$ cat config.mk
export PLATFORM = sky130hd
export DESIGN_NAME = seq_table_counter
export DESIGN_NICKNAME = d
export VERILOG_FILES = /design/src/rtl/seq_table_counter.sv
export SDC_FILE = /design/constraint.sdc
export NUM_CORES = 1
export LEC_CHECK = 0
export ABC_AREA = 0
export BUFFER_PORTS_ARGS = -buffer_cell sky130_fd_sc_hd__buf_2
export CAP_MARGIN = 20
export CELL_PAD_IN_SITES_DETAIL_PLACEMENT = 2
export CELL_PAD_IN_SITES_GLOBAL_PLACEMENT = 2
export CORE_UTILIZATION = 43
export DETAILED_ROUTE_END_ITERATION = 8
export PLACE_DENSITY_LB_ADDON = 0.12
export SLEW_MARGIN = 20
export SYNTH_ARGS = -nofsm -noshare
export SYNTH_HDL_FRONTEND = slang
export SYNTH_SLANG_ARGS = --single-unit
$ cat constraint.sdc
create_clock -name clk -period 6.1 [get_ports clk]
set_clock_uncertainty 0.1 [all_clocks]
set_input_delay 0.915 -clock clk [delete_from_list [all_inputs] [get_ports clk]]
set_output_delay 0.915 -clock clk [all_outputs]
set_load 0.005 [all_outputs]
$ cat src/rtl/seq_table_counter.sv
// Programmable sequence counter: steps an index through a writable value table,
// forward or reverse, looping or one-shot, with a registered terminal-count pulse.
module seq_table_counter #(
    parameter int unsigned WIDTH = 4,
    parameter int unsigned DEPTH = 8,
    parameter int unsigned AW    = $clog2(DEPTH)
) (
    input  logic             clk,
    input  logic             reset,
    input  logic             en,
    input  logic             dir,
    input  logic             oneshot,
    input  logic             restart,
    input  logic [AW:0]      len,
    input  logic             wr_en,
    input  logic [AW-1:0]    wr_addr,
    input  logic [WIDTH-1:0] wr_data,
    output logic [WIDTH-1:0] count,
    output logic [AW-1:0]    idx,
    output logic             tc,
    output logic             done
);

    localparam logic [AW:0] DepthW = (AW+1)'(DEPTH);

    logic [WIDTH-1:0] seq_tab [DEPTH];

    logic [AW:0]      len_eff;
    logic [AW-1:0]    last_pos;
    logic [AW-1:0]    first_idx;
    logic [AW-1:0]    term_idx;
    logic [AW-1:0]    idx_d;
    logic             done_d;
    logic             tc_d;
    logic [WIDTH-1:0] count_d;
    logic             wr_ok;

    assign wr_ok = ({1'b0, wr_addr} < DepthW);

    always_comb begin
        len_eff   = ((len == '0) || (len > DepthW)) ? DepthW : len;
        last_pos  = AW'(len_eff - (AW+1)'(1));
        first_idx = dir ? last_pos : '0;
        term_idx  = dir ? '0 : last_pos;

        idx_d  = idx;
        done_d = done;
        tc_d   = 1'b0;

        if (restart) begin
            idx_d  = first_idx;
            done_d = 1'b0;
        end else if (en && !done) begin
            // Index left beyond a shortened length: resume at the start, not a terminal step.
            if (idx > last_pos) begin
                idx_d = first_idx;
            end else if (idx == term_idx) begin
                tc_d = 1'b1;
                if (oneshot) begin
                    done_d = 1'b1;
                end else begin
                    idx_d = first_idx;
                end
            end else begin
                idx_d = dir ? (idx - AW'(1)) : (idx + AW'(1));
            end
        end

        // Same-cycle write to the next index is forwarded so count never shows stale data.
        count_d = (wr_en && (wr_addr == idx_d)) ? wr_data : seq_tab[idx_d];
    end

    always_ff @(posedge clk or posedge reset) begin
        if (reset) begin
            for (int unsigned i = 0; i < DEPTH; i++) begin
                seq_tab[i] <= WIDTH'(i);
            end
        end else if (wr_en && wr_ok) begin
            seq_tab[wr_addr] <= wr_data;
        end
    end

    always_ff @(posedge clk or posedge reset) begin
        if (reset) begin
            idx   <= '0;
            count <= '0;
            tc    <= 1'b0;
            done  <= 1'b0;
        end else begin
            idx   <= idx_d;
            count <= count_d;
            tc    <= tc_d;
            done  <= done_d;
        end
    end

endmodule

# ---- Yosys cells after proc, flatten, opt, wreduce, memory -nomap -nowiden
# Cells that the tools add are included.
dict set report op_classes {
  order_cmp 5
  add_sub_neg 3
  n_mux 25
  n_eq_ne 3
  n_mul 0
  n_div 0
  bitwise 2
  shifts 0
  reduce_logical 10
}
# op n
set ops {}
lappend ops {{bitwise mux 32 bit} 1}
lappend ops {{2-to-1 mux 3 bit} 9}
lappend ops {{2-to-1 mux 4 bit} 4}
lappend ops {{binary-select mux 4 bit (select 3 bit)} 1}
lappend ops {{demux 4 bit (select 3 bit)} 1}
lappend ops {{2-to-1 mux 1 bit} 9}
lappend ops {{greater-or-equal comparator 4 bit, second input constant} 2}
lappend ops {{NOT 3 -> 4 bit} 2}
lappend ops {{equality test 3 bit} 2}
lappend ops {{nonzero test 2 bit} 3}
lappend ops {{subtractor 3 x 1 -> 3 bit, second input constant} 2}
lappend ops {{greater-than comparator 4 bit, second input constant} 1}
lappend ops {{zero test 4 bit} 1}
lappend ops {{less-than comparator 4 x 1 -> 1 bit, second input constant} 1}
lappend ops {{AND reduction 4 bit} 1}
lappend ops {{adder 3 x 1 -> 3 bit, second input constant} 1}
lappend ops {{greater-than comparator 3 bit} 1}
lappend ops {{logical AND 1 bit} 3}
lappend ops {{inequality test 2 bit, second input constant} 1}
lappend ops {{zero test 1 bit} 1}
lappend ops {{logical OR 1 bit} 1}
dict set report word_totals {
  rom_bits 0
  out_inout_bits 9
  wordCells 60
  input_bits 18
  ram_bits 0
  latchBits 0
  register_bits 41
  n_memories 0
}

# ---- Depth between registers and ports, before layout
# Gate-level depths: netlist of run 1.
dict set report logic_depth {
  depth_word 15
  depth_mapped 16
}

# ---- Worst setup path after synthesis of run 1
# OpenSTA, ideal clock, no wires.
dict set report synth_timing {
  path_kind {input to register}
  start {in len[3]}
  end {reg count[2]}
  t_arrival_ns 3.729
  n_path_buf 2
  path_stages 15
  required_time_ns 5.876
  setup_time_ns 0.124
  slack_ns 2.147
  cell_sequence {nand2b_1 -> buf_2 -> ha_1 -> xnor2_2 -> inv_1 -> ha_1 -> nand3_1 -> o21a_1 -> a21oi_1 -> a311oi_2 -> o221ai_4 -> buf_6 -> mux2_2 -> o22ai_1 -> o31ai_2}
}
dict set report synth_via {
  elab_chain_len 15
  elab_cells_between_ends 21
  cone_classes {add/sub: 1; order compare: 2; eq/ne: 2; mux: 12; bitwise: 1; reduce/logical: 3}
}
# item line_no
set synth_rtl {}
lappend synth_rtl {{start: declaration} 14} ;# input logic [AW:0] len,
lappend synth_rtl {{greater-than comparator 4 bit / zero test 4 bit (equally long branches)} 41} ;# len_eff = ((len == '0) || (len > DepthW)) ? DepthW : len;
lappend synth_rtl {{logical OR 1 bit *} 41}
lappend synth_rtl {{2-to-1 mux 3 bit *} 41}
lappend synth_rtl {{subtractor 3 x 1 -> 3 bit *} 42} ;# last_pos = AW'(len_eff - (AW+1)'(1));
lappend synth_rtl {{2-to-1 mux 3 bit (on tied branches)} {44, 43}}
lappend synth_rtl {{equality test 3 bit / 2-to-1 mux 3 bit (equally long branches)} {57, 59}}
lappend synth_rtl {{2-to-1 mux 3 bit} 57} ;# end else if (idx == term_idx) begin
lappend synth_rtl {{2-to-1 mux 3 bit} 55} ;# if (idx > last_pos) begin
lappend synth_rtl {{2-to-1 mux 3 bit} 53} ;# end else if (en && !done) begin
lappend synth_rtl {{2-to-1 mux 3 bit *} 50} ;# if (restart) begin
lappend synth_rtl {{NOT 3 -> 4 bit (not written as such)} 70} ;# count_d = (wr_en && (wr_addr == idx_d)) ? wr_data : seq_tab[idx_d];
lappend synth_rtl {{binary-select mux 4 bit (select 3 bit)} 70}
lappend synth_rtl {{2-to-1 mux 4 bit (not written as such) (2 in series)} 70}
lappend synth_rtl {{2-to-1 mux 4 bit *} 70}
lappend synth_rtl {{via count_d[2]} 35} ;# logic [WIDTH-1:0] count_d;
lappend synth_rtl {{end signal: assignment} 91} ;# count <= count_d;
lappend synth_rtl {{end: declaration} 18} ;# output logic [WIDTH-1:0] count,
# The timed path passes the listed nets; every way through them passes the cells marked *. The select of a mux whose other input is x is not followed.
# A chain may end at the register's enable or synchronous reset.

# ---- Worst setup path after layout of run 1
dict set report layout_timing {
  start {in len[3]}
  end {reg count[0]}
}
# Same word-level chain as after synthesis.

==> results of run 1 <==
## where the power goes
part	total (mW)	switching, mW	internal (mW)
sequential	0.412	0.0583	0.354
combinational	0.476	0.255	0.221
clock	0.179	0.0976	0.0811
## critical path, stage by stage
cell and delay, ps:
buf_2 110, nand2b_1 250, ha_1 290, xnor2_2 280, inv_1 90, ha_1 340, nand3_1 120, o21a_1 170
a21oi_1 400, a311oi_2 220, o221ai_4 600, xor2_1 140, and2_4 210, and3_4 210, o31ai_2 280
## Yosys cell counts (3+ instances only)
master    instances
nand3_1           3
mux2_2           40
o31ai_2           3
ha_1              4
nor2_1            6
nand2b_1          4
nand4b_1          3
nand2_1          18
nand4_1           5
a32o_1            4
mux2i_1           5
xnor2_1           4
dfstp_2          12
buf_2             3
o22ai_1           4
inv_1             7
dfrtp_1          29
xnor2_2           3
xor2_1            3
clkbuf_1          3
a21oi_1           3
## through the flow
| stage | worst slack [ps] | hold WS [ps] |
|---|---|---|
| 3_5_place_dp | 1260 | 397 |
| 4_1_cts | 1580 | 417 |
| 3_3_place_gp | 1630 | 384 |
| 2_1_floorplan | 2150 | 374 |
| 6_report | 1560 | 421 |
| 5_1_grt | 1330 | 430 |
## metal layers
metal  track usage  wire, um  vias to the layer above
met5             0         0                        -
met4        0.0741       114                        0
met3        0.0558       179                       15
met2         0.424      3610                       41
met1         0.310      3030                      984
li1              -         -                      849
## state kept, by name (all words and copies together) (netlist names)
register,count
count,4
seq_tab,32
idx,3
done,1
tc,1
## final cells by class
class	instances	area (um^2)	share of cell area
Tap cell	72	90.1	0.0324
Clock inverter	3	21.3	0.00766
Clock buffer	5	68.8	0.0248
Inverter	8	30.0	0.0108
Sequential cell	41	1040	0.375
Timing Repair Buffer	27	138	0.0495
Multi-Input combinational cell	154	1390	0.500
## kinds of logic (layout without fill, tap and decap cells)
kind of cell	after synthesis	in the layout	share of synthesized area
XOR/XNOR	11	11	0.0550
buffers and inverters	16	43	0.0285
AO/OA/AOI/OAI	40	40	0.153
flip-flops	41	41	0.416
adder cells (fa/ha/maj)	5	5	0.0280
multiplexers	45	45	0.200
AND/OR/NAND/NOR	53	53	0.120
## worst paths after layout
path                              from     endpoint  slack (ps)  depth (start not counted)
max in group asynchronous        reset   seq_tab[8]        4900                          3
setup / recovery                len[3]     count[0]        1560                         15
min in group asynchronous        reset  seq_tab[27]         630                          3
setup reg to reg                idx[0]     count[0]        2460                         11
hold / removal             seq_tab[18]  seq_tab[18]         420                          1
hold reg to reg            seq_tab[18]  seq_tab[18]         420                          1
==> flow_metrics.env, run 1 <==
export IMPL_status="complete, no violations"
export IMPL_dp_cells=302
export IMPL_setup_viol=0
export IMPL_worstSetupStartpointType="primary input"
export IMPL_die_h_um=78.3
export IMPL_antenna_found_initial=0
export IMPL_period_needed_ps=4540
export IMPL_die_w_um=78.3
export IMPL_cts_hold_buf=0
export IMPL_synth_top_area_share=0.290
export IMPL_layout_common_cells="mux2_2 (40), dfrtp_1 (29), buf_2 (26)"
export IMPL_portBuffers=26
export IMPL_peakVddDrop_mv=0.140
export IMPL_synth_area_leader_cell="dfrtp_1"
export IMPL_hold_path_class="flop to flop"
export IMPL_rows=27
export IMPL_arrival_ps=4640
export IMPL_p_total_mw=1.07
export IMPL_cts_setup_buffers=0
export IMPL_end_kind="flop"
export IMPL_post_route_period_util=0.745
export IMPL_grt_use_total=0.247
export IMPL_viasPerCell=6.09
export IMPL_finalHoldViolations=0
export IMPL_dpl_cell_area_mm2=0.00269
export IMPL_netlist_top_cells_area="dfrtp_1 (29%), mux2_2 (18%), dfstp_2 (13%), nand2_1 (2.7%), ha_1 (2.0%)"
export IMPL_cts_tree="yes"
export IMPL_power_density_mw_per_mm2=384
export IMPL_timing_setup_tns_ps=0
export IMPL_grt_pass1_wl_um=11300
export IMPL_die_area_mm2=0.00613
export IMPL_drive_above_1_share=0.445
export IMPL_path_clk_slew_ps=80
export IMPL_routed_wl_um=6940
export IMPL_cts_resized_gates=0
export IMPL_synth_area_per_cell_um2=11.9
export IMPL_h_tree_depth=2
export IMPL_power_leakage_nw=1.18
export IMPL_cp_max_fo=18
export IMPL_syn_area_mm2=0.00250
export IMPL_cts_buffer_depth=2
export IMPL_fin_cells=310
export IMPL_route_detailed_drc=0
export IMPL_vias=1889
export IMPL_ios=27
export IMPL_core_mm2=0.00554
export IMPL_layout_commonest_cell="mux2_2"
export IMPL_synthArstFlopShare=1.00
export IMPL_final_nets=260
export IMPL_yosys_cell_types_count=54
export IMPL_start_util=0.451
export IMPL_final_util=0.501
export IMPL_dr_pass1_iters=4
export IMPL_grt_pass1_vias=2102
export IMPL_hpwl_um=5390
export IMPL_worstPathRequired_ps=6200
export IMPL_max_clock_freq_ghz=0.220
export IMPL_grt_setup_unrepaired="false"
export IMPL_cts_root_buf="clkbuf_8"
export IMPL_grt_overflow=0
export IMPL_synthFlopType="dfrtp_1"
export IMPL_syn_inst=211
export IMPL_synthesis_nets=234
export IMPL_synth_seq_cells=41
export IMPL_worst_pin_slew_ps=811
export IMPL_final_antenna_net_count=0
export IMPL_post_drt_wl_per_cell_um=22.4
export IMPL_final_max_slew_viol_count=0
export IMPL_worstSetupPathType="primary input to flop"
export IMPL_cts_sinks=41
export IMPL_final_area_mm2=0.00278
export IMPL_num_fill_cells=569
export IMPL_yosysSeqAreaShare=0.416
export IMPL_numCtsBuffers=5
export IMPL_grt_start_max_net_pins=42
export IMPL_synth_edff_count=0
export IMPL_maxSlewHeadroom=0.458
export IMPL_cap_violations=0
export IMPL_syn_to_final_growth_pct=11.1
export IMPL_ys_warn_count=0
export IMPL_antenna_cells=0
export IMPL_drt_initial_drc_count=88
export IMPL_clk_latency_ps=300
export IMPL_gp_congestion=0.876
Note: power is estimated with default switching activity, not from simulation.
==> run 2, diff against run 1 <==
CORE_UTILIZATION = 39   (was 43)
clock period = 4.7 ns   (was 6.1 ns; I/O delays follow)
==> flow_metrics.env, run 2 (synthesized netlist as in run 1, its figures left out) <==
export IMPL_worstSetupStartpointType="primary input"
export IMPL_path_cells="buf_2 -> nand2b_1 -> ha_1 -> xnor2_2 -> inv_1 -> ha_1 -> nand3_1 -> o21a_1 -> a21oi_1 -> a311oi_2 -> o221ai_4 -> buf_4 -> nand2_1 -> a32o_1 -> o31ai_2"
export IMPL_drive_above_1_share=0.448
export IMPL_die_h_um=82.1
export IMPL_final_max_slew_viol_count=0
export IMPL_worstPathRequired_ps=4790
export IMPL_power_density_mw_per_mm2=502
export IMPL_cts_root_buf="clkbuf_8"
export IMPL_post_route_period_util=0.871
export IMPL_ios=27
export IMPL_max_clock_freq_ghz=0.244
export IMPL_slowest_delay_ps=430
export IMPL_period_needed_ps=4090
export IMPL_final_nets=261
export IMPL_antenna_cells=0
export IMPL_cts_setup_buffers=0
export IMPL_grt_pass1_vias=1980
export IMPL_viasPerCell=5.82
export IMPL_timing_setup_tns_ps=0
export IMPL_dp_worst_setup_slack_ps=352
export IMPL_grt_pass1_wl_um=10800
export IMPL_grt_start_max_net_pins=42
export IMPL_hold_path_class="flop to flop"
export IMPL_core_mm2=0.00606
export IMPL_rows=28
export IMPL_final_antenna_net_count=0
export IMPL_route_detailed_drc=0
export IMPL_end_kind="flop"
export IMPL_setup_viol=0
export IMPL_cts_tree="yes"
export IMPL_worst_pin_slew_ps=825
export IMPL_path_clk_slew_ps=80
export IMPL_vias=1828
export IMPL_die_area_mm2=0.00674
export IMPL_cts_hold_buf=0
export IMPL_clk_latency_ps=300
export IMPL_gp_congestion=0.889
export IMPL_cts_buffer_depth=2
export IMPL_arrival_ps=4180
export IMPL_finalHoldViolations=0
export IMPL_power_leakage_nw=1.19
export IMPL_die_w_um=82.1
export IMPL_h_tree_depth=2
export IMPL_cap_violations=0
export IMPL_status="complete, no violations"
export IMPL_cts_sinks=41
export IMPL_routed_wl_um=6810
export IMPL_dr_pass1_iters=4
export IMPL_worstSetupPathType="primary input to flop"
export IMPL_start_util=0.413
export IMPL_grt_setup_unrepaired="false"
export IMPL_fin_ws_ps=608
export IMPL_numCtsBuffers=5
export IMPL_slowest_stage="o221ai_4"
export IMPL_cts_resized_gates=0
export IMPL_layout_common_cells="mux2_2 (40), dfrtp_1 (29), buf_2 (26)"
export IMPL_portBuffers=26
export IMPL_antenna_found_initial=0
export IMPL_hpwl_um=5370
export IMPL_largest_register="seq_tab"
export IMPL_layout_commonest_cell="mux2_2"
export IMPL_cp_max_fo=10
export IMPL_path_buf_inv=3
export IMPL_holdWs_ps=414
export IMPL_p_total_mw=1.40
export IMPL_grt_overflow=0
export IMPL_top_regs="seq_tab x32, count x4, idx x3"
export IMPL_peakVddDrop_mv=0.263
export IMPL_num_fill_cells=628
export IMPL_drt_initial_drc_count=78
export IMPL_maxSlewHeadroom=0.449
export IMPL_critPathTopFamily="compound AO/OA/AOI/OAI gates"
export IMPL_grt_use_total=0.224
export IMPL_syn_to_final_growth_pct=12.0
export IMPL_cpMostUsedCell="ha_1"
export IMPL_post_drt_wl_per_cell_um=21.7
export IMPL_largest_reg_flops=32
## run 2: cell types whose count changed in the layout (fill, tap and decap cells not counted)
cell        delta
inv_6          -1
clkinvlp_4     -1
buf_4          +1
clkbuf_8       +2
## run 2: path summary, 6_finish.rpt
check                       startpoint     endpoint  slack [ps]  depth (start not counted)
setup / recovery                len[3]     count[0]         610                         15
hold / removal             seq_tab[12]  seq_tab[12]         410                          1
setup reg to reg                idx[0]     count[0]        1190                         11
hold reg to reg            seq_tab[12]  seq_tab[12]         410                          1
max in group asynchronous        reset   seq_tab[0]        3700                          3
min in group asynchronous        reset  seq_tab[26]         430                          3
## run 2: layout make-up
class | count | area, um^2 | area share
sequential | 41 | 1040 | 0.372
timing repair buffer | 28 | 145 | 0.0518
clock inverter | 1 | 5.00 | 0.00179
inverter | 8 | 30.0 | 0.0107
multi-input combinational | 154 | 1390 | 0.496
clock buffer | 7 | 96.3 | 0.0344
tap | 75 | 93.8 | 0.0335
## run 2: report_power, final
group / total (mW) / internal [mW] / switching, mW
Clock: 0.254 / 0.133 / 0.122
Combinational: 0.611 / 0.290 / 0.321
Sequential: 0.540 / 0.460 / 0.0798
Total: 1.40 / 0.883 / 0.522
## run 2: worst register-to-register path, delay by kind of cell (launching register included)
kind,cells,cell delay [ps]
AOI/OAI and AO/OA,6,1710
DFF,1,590
buffers and inverters,2,490
adders and majority gates,1,350
and+or+nand+nor,2,170
## run 2: per-layer routing
| layer | track usage | wire length [um] | up-vias |
|---|---|---|---|
| met5 | 0 | 0 | - |
| met4 | 0.0561 | 72 | 0 |
| met3 | 0.0378 | 165 | 10 |
| met2 | 0.393 | 3480 | 27 |
| met1 | 0.284 | 3090 | 953 |
| li1 | - | - | 838 |
## run 2: stage by stage
step | instance area [um^2] | cells | util
after detailed placement | 2700 | 306 | 0.445
after global placement | 2700 | 306 | 0.445
final | 2800 | 314 | 0.462
after CTS | 2800 | 314 | 0.462
after floorplan | 2500 | 211 | -
after global routing | 2800 | 314 | 0.462
